==> src/rtl/rc4_ksa_engine.sv <==
// RC4 key-scheduling engine driving a single-port S-box RAM; define KSA_SKIP_SELF_SWAP_EN to skip i==j swaps.
// Iteration takes 2*(RD_LATENCY+1)+2 cycles; no backpressure, start is edge-triggered and abort cancels a run.
module rc4_ksa_engine #(
  parameter int DATA_W        = 8,
  parameter int ADDR_W        = 8,
  parameter int MAX_KEY_BYTES = 16,
  parameter int RD_LATENCY    = 1,
  parameter int START_INDEX   = 0,
  parameter int END_INDEX     = 2**ADDR_W-1,
  localparam int LEN_W        = $clog2(MAX_KEY_BYTES+1)
) (
  input  logic                            clk,
  input  logic                            reset,
  input  logic                            start,
  input  logic                            abort,
  input  logic [MAX_KEY_BYTES*DATA_W-1:0] key,
  input  logic [LEN_W-1:0]                key_len,
  output logic                            busy,
  output logic                            done,
  output logic [ADDR_W-1:0]               ram_addr,
  output logic [DATA_W-1:0]               ram_wdata,
  output logic                            ram_we,
  input  logic [DATA_W-1:0]               ram_rdata
);

  localparam int KIDX_W = (MAX_KEY_BYTES > 1) ? $clog2(MAX_KEY_BYTES) : 1;
  localparam int CNT_W  = $clog2(RD_LATENCY+1);
  localparam int SUM_W  = (ADDR_W > DATA_W) ? ADDR_W : DATA_W;

  typedef enum logic [2:0] {IDLE, READ_I, READ_J, WRITE_I, WRITE_J, FINISH} state_t;

  state_t                                  state_q;
  logic [ADDR_W-1:0]                       i_q, j_q;
  logic [KIDX_W-1:0]                       k_q;
  logic [LEN_W-1:0]                        len_q;
  logic [MAX_KEY_BYTES-1:0][DATA_W-1:0]    key_q;
  logic [DATA_W-1:0]                       si_q;
  logic [CNT_W-1:0]                        cnt_q;
  logic                                    start_q;
  logic                                    busy_q, done_q, we_q;
  logic [ADDR_W-1:0]                       addr_q;
  logic [DATA_W-1:0]                       wdata_q;

  logic [LEN_W-1:0]  len_d;
  logic [SUM_W-1:0]  sum_d;
  logic [ADDR_W-1:0] j_new_d;
  logic [KIDX_W-1:0] k_next_d;
  logic              k_last, i_last, rd_last, start_edge;

  assign start_edge = start & ~start_q;
  assign len_d   = (key_len == '0 || key_len > LEN_W'(MAX_KEY_BYTES)) ? LEN_W'(MAX_KEY_BYTES) : key_len;
  // Widen every operand before the add, then keep only the address bits.
  assign sum_d   = SUM_W'(j_q) + SUM_W'(ram_rdata) + SUM_W'(key_q[k_q]);
  assign j_new_d = sum_d[ADDR_W-1:0];
  // Key index wraps by comparison against the latched length instead of a modulo.
  assign k_last   = (LEN_W'(k_q) + LEN_W'(1)) == len_q;
  assign k_next_d = k_last ? '0 : k_q + KIDX_W'(1);
  assign i_last   = (i_q == ADDR_W'(END_INDEX));
  assign rd_last  = (cnt_q == CNT_W'(RD_LATENCY));

  always_ff @(posedge clk) begin
    if (reset) begin
      state_q <= IDLE;
      i_q     <= ADDR_W'(START_INDEX);
      j_q     <= '0;
      k_q     <= '0;
      len_q   <= '0;
      key_q   <= '0;
      si_q    <= '0;
      cnt_q   <= '0;
      start_q <= 1'b0;
      busy_q  <= 1'b0;
      done_q  <= 1'b0;
      we_q    <= 1'b0;
      addr_q  <= '0;
      wdata_q <= '0;
    end else begin
      start_q <= start;
      if (abort && state_q != IDLE) begin
        state_q <= IDLE;
        busy_q  <= 1'b0;
        done_q  <= 1'b0;
        we_q    <= 1'b0;
        cnt_q   <= '0;
      end else begin
        case (state_q)
          IDLE: begin
            done_q <= 1'b0;
            we_q   <= 1'b0;
            if (start_edge) begin
              key_q   <= key;
              len_q   <= len_d;
              i_q     <= ADDR_W'(START_INDEX);
              j_q     <= '0;
              k_q     <= '0;
              cnt_q   <= '0;
              addr_q  <= ADDR_W'(START_INDEX);
              busy_q  <= 1'b1;
              state_q <= READ_I;
            end
          end
          READ_I: begin
            if (!rd_last) begin
              cnt_q <= cnt_q + CNT_W'(1);
            end else begin
              cnt_q <= '0;
              si_q  <= ram_rdata;
              j_q   <= j_new_d;
`ifdef KSA_SKIP_SELF_SWAP_EN
              if (j_new_d == i_q) begin
                k_q <= k_next_d;
                if (i_last) begin
                  busy_q  <= 1'b0;
                  done_q  <= 1'b1;
                  state_q <= FINISH;
                end else begin
                  i_q    <= i_q + ADDR_W'(1);
                  addr_q <= i_q + ADDR_W'(1);
                end
              end else begin
                addr_q  <= j_new_d;
                state_q <= READ_J;
              end
`else
              addr_q  <= j_new_d;
              state_q <= READ_J;
`endif
            end
          end
          READ_J: begin
            if (!rd_last) begin
              cnt_q <= cnt_q + CNT_W'(1);
            end else begin
              cnt_q   <= '0;
              addr_q  <= i_q;
              wdata_q <= ram_rdata;
              we_q    <= 1'b1;
              state_q <= WRITE_I;
            end
          end
          WRITE_I: begin
            addr_q  <= j_q;
            wdata_q <= si_q;
            we_q    <= 1'b1;
            state_q <= WRITE_J;
          end
          WRITE_J: begin
            we_q <= 1'b0;
            k_q  <= k_next_d;
            if (i_last) begin
              busy_q  <= 1'b0;
              done_q  <= 1'b1;
              state_q <= FINISH;
            end else begin
              i_q     <= i_q + ADDR_W'(1);
              addr_q  <= i_q + ADDR_W'(1);
              state_q <= READ_I;
            end
          end
          FINISH: begin
            done_q  <= 1'b0;
            state_q <= IDLE;
          end
          default: state_q <= IDLE;
        endcase
      end
    end
  end

  assign busy      = busy_q;
  assign done      = done_q;
  assign ram_addr  = addr_q;
  assign ram_wdata = wdata_q;
  assign ram_we    = we_q;

endmodule

==> config.mk <==
export PLATFORM = sky130hd
export DESIGN_NAME = rc4_ksa_engine
export DESIGN_NICKNAME = d
export VERILOG_FILES = /design/src/rtl/rc4_ksa_engine.sv
export SDC_FILE = /design/constraint.sdc
export NUM_CORES = 1
export LEC_CHECK = 0
export BUFFER_PORTS_ARGS = -buffer_cell sky130_fd_sc_hd__buf_2
export CAP_MARGIN = 20
export CORE_ASPECT_RATIO = 0.7
export CORE_MARGIN = 2
export CORE_UTILIZATION = 38
export DETAILED_ROUTE_END_ITERATION = 8
export GPL_ROUTABILITY_DRIVEN = 1
export GPL_TIMING_DRIVEN = 0
export PLACE_DENSITY_LB_ADDON = 0.1
export RECOVER_POWER = 100
export SYNTH_ARGS = -nofsm -noshare
export SYNTH_HDL_FRONTEND = slang
export SYNTH_SLANG_ARGS = --single-unit
==> constraint.sdc <==
create_clock -name clk -period 4.2 [get_ports clk]
set_input_delay 0.21 -clock clk [delete_from_list [all_inputs] [get_ports clk]]
set_output_delay 0.21 -clock clk [all_outputs]
set_load 0.01 [all_outputs]
* Word level (Yosys, flattened, before mapping)
Cells that the tools add are included.
** Storage, ports and cells
- Output and inout port bits :: 19
- Bits of input ports :: 145
- Bits in registers :: 185
- Logic and storage cells :: 110
** Operators by class
- $lt $le $gt $ge :: 2
- $add $sub $neg :: 6
- Muxes and demuxes :: 30
- Reductions and logical operators :: 28
- Bitwise operators :: 3
- Equal/unequal tests :: 12
** Operators by type and width (count)
- $mux W8 :: 6
- $pmux W8 S2 :: 3
- $pmux W8 S5 :: 1
- $bmux W8 S4 :: 1
- $reduce_and A3 Y1 :: 6
- $add A8 B8 Y8 :: 2
- $pmux W3 S5 :: 1
- $mux W3 :: 4
- $ne A2 B2 Y1 const B :: 5
- $reduce_bool A2 Y1 :: 5
- $add A8 B1 Y8 const B :: 1
- $eq A8 B8 Y1 const B :: 1
- $mux W4 :: 2
- $pmux W4 S2 :: 1
- $reduce_and A4 Y1 :: 2
- $reduce_or A2 Y1 :: 4
- $eq A3 B2 Y1 const B :: 2
- $eq A3 B3 Y1 const B :: 2
- $mux W1 :: 6
- $pmux W1 S2 :: 3
- $reduce_and A2 Y1 :: 3
- $reduce_and A6 Y1 :: 1
- $reduce_bool A3 Y1 :: 2
- $add A4 B1 Y5 const B :: 1
- 15 further kinds :: 16

* Logic depth before layout (Yosys ltp)
Gate-level depths: netlist of run 1.
- Depth after elaboration :: 5
- Mapped depth :: 16
- Mapped depth without buffers :: 14

* Worst setup path before layout of run 1
Ideal clock, no wire load.
- Path kind :: reg-to-reg
- Start point :: reg k_q[1]
- End point :: reg j_q[7]
- Library setup time :: 0.122 ns
- Data arrival time :: 3.673 ns
- Required time :: 4.078 ns
- Cell stages (with the launch flop) :: 15
- Path slack :: 0.405 ns
- Buffers on the path :: 3
- Period minus slack after synthesis :: 3.795 ns
- Cell sequence :: dfxtp_1 > buf_2 > buf_2 > buf_1 > mux4_2 > mux4_2 > fa_1 > inv_1 > fa_1 > nor2b_1 > o31a_1 > o22ai_1 > xnor2_1 > xnor2_1 > o21ai_0
** Between the ends
- Longest elaborated chain between the ends :: 5
** RTL lines
- from (decl) :: RTL line 34 : logic [KIDX_W-1:0] k_q;
- from (signal assigned) :: RTL line 149 : k_q <= k_next_d;
- $bmux W8 S4 :: RTL line 53 : assign sum_d = SUM_W'(j_q) + SUM_W'(ram_rdata) + SUM_W'(key_q[k_q]);
- $mux W8 (implied by the code) :: RTL line 53
- $add A8 B8 Y8 :: RTL line 53
- $mux W8 :: RTL line 103 : if (!rd_last) begin
- $pmux W8 S2 :: RTL line 86 : case (state_q)
- to (signal assigned) :: RTL line 108 : j_q <= j_new_d;
- to (decl) :: RTL line 33 : logic [ADDR_W-1:0] i_q, j_q;
Every way passes these cells. The select of a mux whose other input is x is not followed.
A chain may end at the register's enable or synchronous reset.

* Worst setup path after layout of run 1
Ends and elaborated chain as after synthesis.

==> results of run 1 <==
## sequential cells by signal (all words and copies together), names as in the netlist
name	count
ram_wdata	8
j_q	8
i_q	8
key_q	128
start_q	1
done	1
len_q	5
busy	1
si_q	8
k_q	4
ram_addr	8
state_q	3
ram_we	1
cnt_q	1
## layer usage
| metal | up-vias | track usage | routed length [µm] |
|---|---|---|---|
| li1 | 3878 | - | - |
| met1 | 3721 | 0.3796 | 14530 |
| met2 | 313 | 0.3021 | 10280 |
| met4 | 0 | 0.05224 | 289 |
| met3 | 25 | 0.04466 | 2071 |
| met5 | - | 0 | 0 |
## report_power, final
part	total (mW)	internal (mW)	switching [mW]	leakage, nW
clock network	1.65	0.895	0.757	0.283
logic	0.703	0.265	0.438	2.20
registers	1.93	1.86	0.0659	1.51
total	4.29	3.03	1.26	3.99
## logic make-up (layout without fill, tap and decap cells)
family / count (synthesis) / in the layout / synth area share
multiplexers: 56 / 56 / 0.1226
XOR/XNOR: 13 / 13 / 0.01327
flip-flops: 185 / 185 / 0.4315
adder cells (fa/ha/maj): 17 / 17 / 0.03178
AO/OA/AOI/OAI: 227 / 227 / 0.1494
buffers and inverters: 93 / 303 / 0.04300
AND/OR/NAND/NOR: 424 / 424 / 0.2085
## worst paths after layout
| kind | slack (ps) | start | endpoint | cells after the start |
|---|---|---|---|---|
| max | 190 | k_q[1]$_SDFFE_PP0P_ | j_q[7]$_SDFFE_PP0P_ | 15 |
| max reg2reg | 190 | k_q[1]$_SDFFE_PP0P_ | j_q[7]$_SDFFE_PP0P_ | 15 |
| min reg2reg | 450 | key_q[97]$_SDFFE_PP0P_ | key_q[97]$_SDFFE_PP0P_ | 2 |
| min | 10 | key[78] | key_q[78]$_SDFFE_PP0P_ | 3 |
## cell usage in the layout, fill, tap and decap left out, drive strengths merged, types with 3 or more instances in the layout
cell type / instances
nor2b: 14
nand2b: 4
a21oi: 159
xor2: 5
dlygate4sd3: 14
nor4: 4
nor3: 15
nand3b: 5
buf: 158
inv: 22
mux2: 3
mux4: 39
o22ai: 6
and2: 4
xnor2: 8
ha: 9
nand3: 15
a22oi: 10
clkinvlp: 3
mux2i: 14
nor3b: 4
o21ai: 19
nand2: 283
nor2: 64
or4: 3
clkbuf: 102
fa: 8
and3: 3
dfxtp: 185
a211oi: 7
o21a: 4
a311oi: 8
## repair_timing
item,CTS,global route
pin swaps,0,1
hold buffers,13,1
gates cloned,0,0
gates resized for setup,10,11
endpoints found under the setup margin,10,7
hold endpoints to repair,13,1
buffers inserted,0,2
## stage by stage
step           power, mW    util
4_1_cts            4.304  0.4793
2_1_floorplan      2.386       -
3_3_place_gp       2.652  0.4450
3_5_place_dp       2.655  0.4450
6_report           4.286  0.4804
5_1_grt            4.472  0.4804
## area by class of cell
type,instances,area (µm²)
fill,2205,11380
multi-input combinational,737,4513
sequential,185,3704
timing repair buffer,178,954.7
clock buffer,18,429.2
tap,282,352.8
buffer,78,351.6
clock inverter,14,161.4
inverter,15,56.30
## critical path, stage by stage (launching register included)
cell,delay (ps)
sky130_fd_sc_hd__dfxtp_1,350
sky130_fd_sc_hd__buf_4,200
sky130_fd_sc_hd__mux4_2,590
sky130_fd_sc_hd__mux4_2,500
sky130_fd_sc_hd__inv_1,140
sky130_fd_sc_hd__fa_1,430
sky130_fd_sc_hd__inv_1,70
sky130_fd_sc_hd__ha_1,170
sky130_fd_sc_hd__inv_1,60
sky130_fd_sc_hd__fa_1,410
sky130_fd_sc_hd__nor2b_2,170
sky130_fd_sc_hd__o31a_1,180
sky130_fd_sc_hd__o22ai_1,110
sky130_fd_sc_hd__xnor2_1,230
sky130_fd_sc_hd__xnor2_2,180
sky130_fd_sc_hd__o21ai_0,100
==> Implementation_results.wiki, run 1 <==
{| class="wikitable"
! Metric !! Value
|-
| Status || finished clean
|-
| GRT Resource Usage Total || 0.2310
|-
| Async S/R FF share, synth || 0
|-
| Worst slew slack as a fraction of its limit || 0.4099
|-
| Sequential fraction of the synthesis area || 0.4315
|-
| Post-route setup slack || 192.9 ps
|-
| Die ar. || 23820 µm²
|-
| IO Count || 164
|-
| Critical path class || register to register
|-
| Largest net degree at the start of global routing || 18
|-
| CTS Root Cell || sky130_fd_sc_hd__clkbuf_16
|-
| CTS clock-pin slew for the worst setup and hold paths || 80 ps
|-
| Final clock skew || 11.77 ps
|-
| Kind of start point of the critical path || register
|-
| Fraction of post-synthesis cell area in the top cell type by area || 0.4315
|-
| Final number of hold-violating endpoints || 0
|-
| Portion of the clock cycle consumed by the worst path in the final layout || 0.9541
|-
| Overall via count from detail_route || 7937
|-
| Antenna diodes || 0
|-
| Number of cells in the design after placement || 1459
|-
| Post-synth cell types || 54
|-
| Count of input and output buffers || 162
|-
| Critical-path maximum fanout || 7
|-
| Maximum Capacitance Violations || 0
|-
| Core box area || 21900 µm²
|-
| WL per Instance || 18.03 µm
|-
| Final setup TNS || 0 ps
|-
| FP Rows || 45
|-
| DP Area || 9747 µm²
|-
| CTS tree || yes
|-
| Critical Path RT || 4510 ps
|-
| Leakage power summed over all cells || 3.990 nW
|-
| Number of synthesized flops with an enable pin || 0
|-
| Clk_lat worst skew || 440 ps
|-
| Placer's final routability congestion estimate || 0.8945
|-
| Count of warnings emitted by yosys || 0
|-
| Effective utilization at floorplan || 0.3919
|-
| Final setup violating endpoints || 0
|-
| Remaining routing DRC violations || 0
|-
| Synth area leader || sky130_fd_sc_hd__dfxtp_1
|-
| Drt total wl || 27180 µm
|-
| Mapped Nets || 1177
|-
| Cell Area, Synth || 8583 µm²
|-
| Most frequently used cell type in the post-synthesis netlist || sky130_fd_sc_hd__nand2_1
|-
| Actual slew at the worst max-slew pin || 878.3 ps
|-
| Most numerous cell types in the synthesized netlist || 283 x sky130_fd_sc_hd__nand2_1, 185 x sky130_fd_sc_hd__dfxtp_1, 159 x sky130_fd_sc_hd__a21oi_1
|-
| Peak supply drop || 0.2875 mV
|-
| Total number of nets in the final design || 1374
|-
| Die extent in y || 129.7 µm
|-
| Count of antenna-violating nets left after detailed routing || 0
|-
| Cell area after layout || 10520 µm²
|-
| Highest attainable clock frequency || 249.6 MHz
|-
| Pre-CTS setup slack || -439.2 ps
|-
| Pwr Density || 407.3 nW/µm²
|-
| CTS Buffer Depth || 2
|-
| Crit path DAT || 4320 ps
|-
| Most area-consuming cells after synthesis || sky130_fd_sc_hd__dfxtp_1 43%, sky130_fd_sc_hd__nand2_1 12%, sky130_fd_sc_hd__mux4_2 10%
|-
| Number of antenna violations at the first check in global routing || 0
|-
| Tightest Hold Check Type || input port to register
|-
| Count of placed standard cells in the final layout, fillers left out || 1507
|-
| Number of buffers added by the clock tree synthesis step || 17
|-
| Detailed router's first-iteration violation count || 592
|-
| Clk sinks || 185
|-
| Area Overhead vs Synth || 22.59%
|-
| First-pass GRT wire length || 41280 µm
|-
| Average instance area after synthesis || 8.456 µm²
|-
| Endpoint class of the critical path || register
|-
| Proportion of layout cells with a drive suffix above 1 || 0.1918
|-
| Flip-flop and latch count after synthesis || 185
|-
| Fin. max-slew vios || 0
|-
| Router iterations before antenna repair || 5
|-
| Final period demand of the worst path || 4007 ps
|-
| Post-detail-place hpwl || 20780 µm
|-
| Deepest level of the CTS H-tree || 4
|-
| Minimum hold slack || 13.02 ps
|-
| Number of global-route vias before repair || 7234
|-
| Horizontal extent of the die || 183.6 µm
|-
| Number of standard cells after synthesis || 1015
|-
| Via-per-instance ratio || 5.267
|-
| Overall overflow remaining after global route || 0
|-
| Post-synth top flop || sky130_fd_sc_hd__dfxtp_1
|}
Note: power is estimated with default switching activity, not from simulation.
==> run 2, diff against run 1 <==
--- a/config.mk
+++ b/config.mk
@@ -7,8 +7,7 @@
 export LEC_CHECK = 0
 export BUFFER_PORTS_ARGS = -buffer_cell sky130_fd_sc_hd__buf_2
 export CAP_MARGIN = 20
-export CORE_ASPECT_RATIO = 0.7
-export CORE_MARGIN = 2
+export CORE_MARGIN = 4
 export CORE_UTILIZATION = 38
 export DETAILED_ROUTE_END_ITERATION = 8
 export GPL_ROUTABILITY_DRIVEN = 1
==> Implementation_results.wiki, run 2 (same netlist as run 1, synthesis figures left out) <==
{| class="wikitable"
! Metric !! Value
|-
| Status || finished clean
|-
| Critical path class || register to register
|-
| Unrepaired setup endpoints after global routing || false
|-
| Most frequent standard cell in the layout excluding fill and tap cells || sky130_fd_sc_hd__nand2_1
|-
| Highest attainable clock frequency || 250.0 MHz (+0.18%)
|-
| Number of buffers added by the clock tree synthesis step || 17 (unchanged)
|-
| Largest net degree at the start of global routing || 20 (+2)
|-
| Overall overflow remaining after global route || 0 (unchanged)
|-
| Pwr Density || 396.9 nW/µm² (-2.6%)
|-
| Detailed router's first-iteration violation count || 444 (-25%)
|-
| Post-CTS Setup Bufs || 0 (unchanged)
|-
| Max FFs per register || 128 (unchanged)
|-
| Number of antenna violations at the first check in global routing || 0 (unchanged)
|-
| Highest cell delay on the worst timing path || 530 ps (-60 ps)
|-
| Minimum hold slack || 11.56 ps (-1.459 ps)
|-
| Peak supply drop || 0.2211 mV (-23%)
|-
| Clk_lat worst skew || 440 ps (about the same)
|-
| Count of antenna-violating nets left after detailed routing || 0 (unchanged)
|-
| CTS Buffer Depth || 2 (unchanged)
|-
| Effective utilization at floorplan || 0.3897 (-0.002204)
|-
| Critical-path maximum fanout || 10 (+3)
|-
| Worst slew slack as a fraction of its limit || 0.4778 (+0.06787)
|-
| First-pass GRT wire length || 40860 µm (-1.0%)
|-
| Maximum Capacitance Violations || 0 (unchanged)
|-
| Area Overhead vs Synth || 23.43%
|-
| Final clock skew || 12.29 ps (+0.5221 ps)
|-
| Post-detail-place hpwl || 20140 µm (-3.1%)
|-
| CTS clock-pin slew for the worst setup and hold paths || 80 ps (about the same)
|-
| FILL cells || 2276 (+3.2%)
|-
| Horizontal extent of the die || 158.3 µm (-14%)
|-
| Final period demand of the worst path || 4000 ps (-7.114 ps)
|-
| CTS tree || yes
|-
| Cell area after layout || 10590 µm² (+0.68%)
|-
| Number of global-route vias before repair || 7443 (+2.9%)
|-
| WL per Instance || 17.27 µm (-4.2%)
|-
| Leakage power summed over all cells || 4.027 nW (+0.94%)
|-
| Kind of start point of the critical path || register
|-
| Tightest Hold Check Type || input port to register
|-
| Remaining routing DRC violations || 0 (unchanged)
|-
| Fin. max-slew vios || 0 (unchanged)
|-
| Final number of hold-violating endpoints || 0 (unchanged)
|-
| IO Count || 164 (unchanged)
|-
| Overall via count from detail_route || 7726 (-2.7%)
|-
| Core box area || 22030 µm² (+0.57%)
|-
| Post-route core utilization || 0.4810 (+0.0005360)
|-
| Portion of the clock cycle consumed by the worst path in the final layout || 0.9524 (-0.001694)
|-
| Die extent in y || 158.3 µm (+22%)
|-
| Series of cell instances along the critical path || clkbuf_4 > buf_6 > buf_4 > mux4_2 > mux4_2 > fa_1 > inv_1 > fa_1 > nor2b_2 > o31a_1 > o22ai_1 > xnor2_1 > xnor2_1 > o21ai_0
|-
| Endpoint class of the critical path || register
|-
| Antenna diodes || 0 (unchanged)
|-
| Actual slew at the worst max-slew pin || 777.3 ps (-101.0 ps)
|-
| Proportion of layout cells with a drive suffix above 1 || 0.1895 (-0.002363)
|-
| Router iterations before antenna repair || 5 (unchanged)
|-
| FP Rows || 54 (+20%)
|-
| Via-per-instance ratio || 5.100 (-3.2%)
|-
| Deepest level of the CTS H-tree || 4 (unchanged)
|-
| DP Area || 9744 µm² (about the same)
|-
| CTS Root Cell || sky130_fd_sc_hd__clkbuf_16
|-
| Placer's final routability congestion estimate || 0.8900 (-0.50%)
|-
| Pre-CTS setup slack || -391.7 ps (+47.49 ps)
|-
| GRT Resource Usage Total || 0.2130 (-0.01802)
|-
| Crit path DAT || 4310 ps (about the same)
|-
| Register-to-register setup slack || 200 ps (about the same)
|-
| Top library cells by usage in the layout, fill and taps aside || 283 x sky130_fd_sc_hd__nand2_1, 185 x sky130_fd_sc_hd__dfxtp_1, 159 x sky130_fd_sc_hd__a21oi_1
|-
| Die ar. || 25060 µm² (+5.2%)
|-
| Cell with the largest stage delay on the worst path || sky130_fd_sc_hd__mux4_2
|-
| Post-route setup slack || 200.0 ps (+7.114 ps)
|-
| Critical Path RT || 4510 ps (about the same)
|-
| Count of input and output buffers || 162 (unchanged)
|-
| Drt total wl || 26170 µm (-3.7%)
|-
| Clk sinks || 185 (unchanged)
|-
| Total number of nets in the final design || 1384 (+0.73%)
|-
| Biggest register || key_q
|-
| Final setup violating endpoints || 0 (unchanged)
|}
run 2: cell types whose count changed in the layout (fill, tap and decap cells not counted), sizes merged:
| cell | previous run | this run |
|---|---|---|
| dlygate4sd3 | 14 | 26 |
| clkbuf | 102 | 97 |
| clkinv | 2 | 6 |
| clkinvlp | 3 | 0 |
| buf | 158 | 160 |
| bufinv | 2 | 0 |
| inv | 22 | 24 |
run 2: worst paths after layout:
check / cells past startpoint / to / startpoint
setup reg to reg: 14 / ram_addr[7]$_SDFFE_PP0P_ / k_q[1]$_SDFFE_PP0P_
setup / recovery: 14 / ram_addr[7]$_SDFFE_PP0P_ / k_q[1]$_SDFFE_PP0P_
hold reg to reg: 2 / key_q[106]$_SDFFE_PP0P_ / key_q[106]$_SDFFE_PP0P_
hold / removal: 3 / key_q[99]$_SDFFE_PP0P_ / key[99]
run 2: where the power goes:
group | total, mW | switching, mW | internal, mW | leakage [nW]
Sequential | 1.93 | 0.0675 | 1.86 | 1.51
Combinational | 0.690 | 0.419 | 0.270 | 2.23
Clock | 1.58 | 0.788 | 0.795 | 0.286
Total | 4.21 | 1.27 | 2.93 | 4.03
run 2: critical path: cells and delay by family, from the launching register on:
kind                     cells  cell delay [ps]
adder cells (fa/ha/maj)      2              990
multiplexers                 2              890
buffers and inverters        4              730
AO/OA/AOI/OAI                3              390
flip-flops                   1              370
XOR/XNOR                     2              350
AND/OR/NAND/NOR              1              150
run 2: layer usage:
| metal | GRT usage | share of wire | vias up |
|---|---|---|---|
| met4 | 0.05849 | 0.021 | 0 |
| li1 | - | - | 3903 |
| met1 | 0.2916 | 0.45 | 3595 |
| met2 | 0.3459 | 0.48 | 194 |
| met5 | 0 | 0 | - |
| met3 | 0.04159 | 0.049 | 34 |
run 2: area by class of cell:
class | instances | area, µm² | area share
clock buffer | 17 | 425.4 | 0.04016
tap | 280 | 350.3 | 0.03307
buffer | 78 | 352.8 | 0.03331
sequential | 185 | 3704 | 0.3496
multi-input combinational | 737 | 4506 | 0.4253
inverter | 15 | 56.30 | 0.005315
clock inverter | 15 | 152.6 | 0.01441
timing repair buffer | 188 | 1047 | 0.09885
run 2: repair_timing:
item                                    4_1_cts  5_1_grt
gates resized for setup                       9       10
pin swaps                                     0        1
hold buffers                                 25        1
hold endpoints to repair                     25        1
gates cloned                                  0        0
endpoints found under the setup margin       10        5
run 2: per-stage QoR:
step / setup TNS, ps / total power, mW / instances
after floorplan: 0 / 2.386 / 1015
after global placement: -1790 / 2.643 / 1457
after detailed placement: -1993 / 2.650 / 1457
after CTS: 0 / 4.243 / 1514
after global routing: 0 / 4.415 / 1515
final: 0 / 4.205 / 1515
==> run 3, diff against run 2 <==
--- a/config.mk
+++ b/config.mk
@@ -5,6 +5,7 @@
 export SDC_FILE = /design/constraint.sdc
 export NUM_CORES = 1
 export LEC_CHECK = 0
+export ABC_AREA = 1
 export BUFFER_PORTS_ARGS = -buffer_cell sky130_fd_sc_hd__buf_2
 export CAP_MARGIN = 20
 export CORE_MARGIN = 4
==> Implementation_results.wiki, run 3 <==
{| class="wikitable"
! Metric !! Value
|-
| Count of antenna-violating nets left after detailed routing || 0 (unchanged)
|-
| Synth area leader || sky130_fd_sc_hd__dfxtp_1
|-
| Count of input and output buffers || 162 (unchanged)
|-
| Final setup violating endpoints || 0 (unchanged)
|-
| Highest attainable clock frequency || 255.8 MHz (+2.3%)
|-
| Kind of start point of the critical path || register
|-
| Count of warnings emitted by yosys || 0 (unchanged)
|-
| Biggest register || key_q
|-
| Maximum Capacitance Violations || 0 (unchanged)
|-
| Total number of nets in the final design || 1545 (+12%)
|-
| Endpoint of the worst hold-timing path || key_q[57]$_SDFFE_PP0P_
|-
| Fraction of post-synthesis cell area in the top cell type by area || 0.4320 (+0.0005038)
|-
| Number of synthesized flops with an enable pin || 0 (unchanged)
|-
| Effective utilization at floorplan || 0.3892 (-0.0004545)
|-
| Deepest level of the CTS H-tree || 4 (unchanged)
|-
| Largest net degree at the start of global routing || 17 (-15%)
|-
| Cell Area, Synth || 8573 µm² (-0.12%)
|-
| FP Rows || 54 (unchanged)
|-
| Proportion of layout cells with a drive suffix above 1 || 0.1556 (-0.03392)
|-
| Overall overflow remaining after global route || 0 (unchanged)
|-
| Die ar. || 25030 µm² (-0.11%)
|-
| Top library cells by usage in the layout, fill and taps aside || 332 x sky130_fd_sc_hd__nor2_1, 229 x sky130_fd_sc_hd__o21ai_0, 184 x sky130_fd_sc_hd__dfxtp_1
|-
| Most numerous cell types in the synthesized netlist || 325 x sky130_fd_sc_hd__nor2_1, 229 x sky130_fd_sc_hd__o21ai_0, 185 x sky130_fd_sc_hd__dfxtp_1
|-
| Most area-consuming cells after synthesis || sky130_fd_sc_hd__dfxtp_1 43%, sky130_fd_sc_hd__nor2_1 14%, sky130_fd_sc_hd__o21ai_0 13%
|-
| GRT Resource Usage Total || 0.2326 (+0.01959)
|-
| First-pass GRT wire length || 44400 µm (+8.7%)
|-
| Peak supply drop || 0.3035 mV (+37%)
|-
| Flip-flop and latch count after synthesis || 185 (unchanged)
|-
| Critical-path maximum fanout || 10 (unchanged)
|-
| Critical Path RT || 4500 ps (about the same)
|-
| CTS Buffer Depth || 2 (unchanged)
|-
| Cell count of the worst reg-to-reg path || 22 (+8)
|-
| Endpoint of the worst-slack reg-to-reg timing path || ram_addr[7]$_SDFFE_PP0P_
|-
| Status || finished clean
|-
| Most frequent standard cell in the layout excluding fill and tap cells || sky130_fd_sc_hd__nor2_1
|-
| Portion of the clock cycle consumed by the worst path in the final layout || 0.9307 (-0.02167)
|-
| Antenna diodes || 0 (unchanged)
|-
| Minimum hold slack || 20.23 ps (+8.666 ps)
|-
| Area Overhead vs Synth || 19.22%
|-
| Crit path DAT || 4210 ps (-100 ps)
|-
| Clk sinks || 185 (unchanged)
|-
| CTS Root Cell || sky130_fd_sc_hd__clkbuf_16
|-
| Worst flop-to-flop path startpoint || k_q[1]$_SDFFE_PP0P_
|-
| CTS clock-pin slew for the worst setup and hold paths || 70 ps (about the same)
|-
| Remaining routing DRC violations || 0 (unchanged)
|-
| Final clock skew || 8.278 ps (-4.014 ps)
|-
| Worst min-delay path startpoint || key[57]
|-
| Register-to-register setup slack || 290 ps (+90 ps)
|-
| Unrepaired setup endpoints after global routing || false
|-
| Router iterations before antenna repair || 5 (unchanged)
|-
| Overall via count from detail_route || 8617 (+12%)
|-
| Number of stages on the worst hold path || 3 (unchanged)
|-
| Leakage power summed over all cells || 4.349 nW (+8.0%)
|-
| Worst slew slack as a fraction of its limit || 0.1634 (-0.3144)
|-
| Critical path class || register to register
|-
| Fin. max-slew vios || 0 (unchanged)
|-
| Max FFs per register || 128 (unchanged)
|-
| Drt total wl || 29020 µm (+11%)
|-
| Most frequently used cell type in the post-synthesis netlist || sky130_fd_sc_hd__nor2_1
|-
| Final number of hold-violating endpoints || 0 (unchanged)
|-
| Async S/R FF share, synth || 0 (unchanged)
|-
| Actual slew at the worst max-slew pin || 1245 ps (+468.0 ps)
|-
| Core box area || 22030 µm² (unchanged)
|-
| Final setup TNS || 0 ps (unchanged)
|-
| Tightest Hold Check Type || input port to register
|-
| Via-per-instance ratio || 5.144 (+0.88%)
|-
| Average instance area after synthesis || 7.138 µm² (-16%)
|-
| Die extent in y || 158.2 µm (about the same)
|-
| Post-route core utilization || 0.4640 (-0.01693)
|-
| Placer's final routability congestion estimate || 0.8927 (+0.30%)
|-
| Post-synth top flop || sky130_fd_sc_hd__dfxtp_1
|-
| Mapped Nets || 1363 (+16%)
|-
| Post-synth cell types || 44 (-19%)
|-
| WL per Instance || 17.32 µm (+0.30%)
|-
| IO Count || 164 (unchanged)
|-
| Endpoint class of the critical path || register
|-
| CTS tree || yes
|-
| Clk_lat worst skew || 440 ps (about the same)
|-
| Detailed router's first-iteration violation count || 699 (+57%)
|-
| Number of buffers added by the clock tree synthesis step || 17 (unchanged)
|-
| Pwr Density || 557.0 nW/µm² (+40%)
|-
| Horizontal extent of the die || 158.2 µm (about the same)
|-
| Number of antenna violations at the first check in global routing || 0 (unchanged)
|-
| Sequential fraction of the synthesis area || 0.4320 (+0.0005038)
|-
| Number of global-route vias before repair || 8091 (+8.7%)
|-
| Final period demand of the worst path || 3909 ps (-91.02 ps)
|-
| Post-detail-place hpwl || 22160 µm (+10%)
|-
| Number of standard cells after synthesis || 1201 (+18%)
|}
[run 3: cell families after synthesis]
kind of cell	synth area share
compound gates	0.2195
xor+xnor	0.005109
fa+ha+maj	0.03182
buf+inv	0.07385
flops	0.4320
simple gates	0.2377
[run 3: worst max-delay path, stage by stage, from the launching register on]
cell,delay (ps)
sky130_fd_sc_hd__dfxtp_1,310
sky130_fd_sc_hd__buf_2,170
sky130_fd_sc_hd__inv_1,170
sky130_fd_sc_hd__clkbuf_2,280
sky130_fd_sc_hd__clkbuf_2,300
sky130_fd_sc_hd__o21ai_0,130
sky130_fd_sc_hd__o221ai_1,370
sky130_fd_sc_hd__nand3_1,130
sky130_fd_sc_hd__nand2_1,150
sky130_fd_sc_hd__fa_1,420
sky130_fd_sc_hd__ha_1,380
sky130_fd_sc_hd__nand2_1,80
sky130_fd_sc_hd__nand2_1,70
sky130_fd_sc_hd__nand2_1,90
sky130_fd_sc_hd__nand3_1,80
sky130_fd_sc_hd__nand2_1,70
sky130_fd_sc_hd__nand2_1,90
sky130_fd_sc_hd__inv_1,70
sky130_fd_sc_hd__nand3_1,80
sky130_fd_sc_hd__nand3_1,120
sky130_fd_sc_hd__nand2_1,80
sky130_fd_sc_hd__nand2_1,60
sky130_fd_sc_hd__a21oi_1,60
[run 3: routing by layer]
layer	wire length, µm	vias up	GRT usage
li1	-	4349	-
met3	2171	29	0.04565
met2	12860	293	0.3606
met4	537	0	0.06539
met1	13450	3946	0.3304
met5	0	-	0
[run 3: what timing repair did]
action	CTS	global route
hold endpoints to repair	1	0
buffers inserted	0	0
hold buffers	1	0
resized for setup	1	21
setup endpoints to repair	1	6
[run 3: area by class of cell]
type | count | area, µm²
Inverter | 75 | 289.0
Tap cell | 280 | 350.3
Sequential cell | 185 | 3705
Fill cell | 2361 | 11810
Buffer | 78 | 331.6
Multi-Input combinational cell | 863 | 4189
Timing Repair Buffer | 163 | 797.0
Clock buffer | 19 | 442.9
Clock inverter | 12 | 116.4
[run 3: how the worst max path moves through the flow]
stage / startpoint / endpoint / slack, ps
6_report: k_q[1]$_SDFFE_PP0P_ / ram_addr[7]$_SDFFE_PP0P_ / 290
3_5_place_dp: k_q[1]$_SDFFE_PP0P_ / ram_addr[6]$_SDFFE_PP0P_ / 10
3_3_place_gp: k_q[1]$_SDFFE_PP0P_ / ram_addr[5]$_SDFFE_PP0P_ / 40
5_1_grt: k_q[1]$_SDFFE_PP0P_ / ram_addr[6]$_SDFFE_PP0P_ / 4
4_1_cts: k_q[1]$_SDFFE_PP0P_ / ram_addr[7]$_SDFFE_PP0P_ / 130
2_1_floorplan: k_q[0]$_SDFFE_PP0P_ / ram_addr[7]$_SDFFE_PP0P_ / 990
[run 3: through the flow]
stage	power, mW	setup WS, ps	instance area, µm²	instances
floorplan	3.623	985.3	8573	1201
global placement	4.181	37.17	9734	1643
detailed placement	4.207	11.35	9734	1643
CTS	5.766	127.6	10300	1675
global route	6.103	4.015	10220	1675
finish	5.693	291.0	10220	1675
[run 3: power breakdown]
group | internal, mW | switching, mW | leakage [nW] | total, mW
sequential | 2.13 | 0.237 | 1.52 | 2.37
combinational | 0.603 | 1.16 | 2.56 | 1.76
clock | 0.839 | 0.723 | 0.271 | 1.56
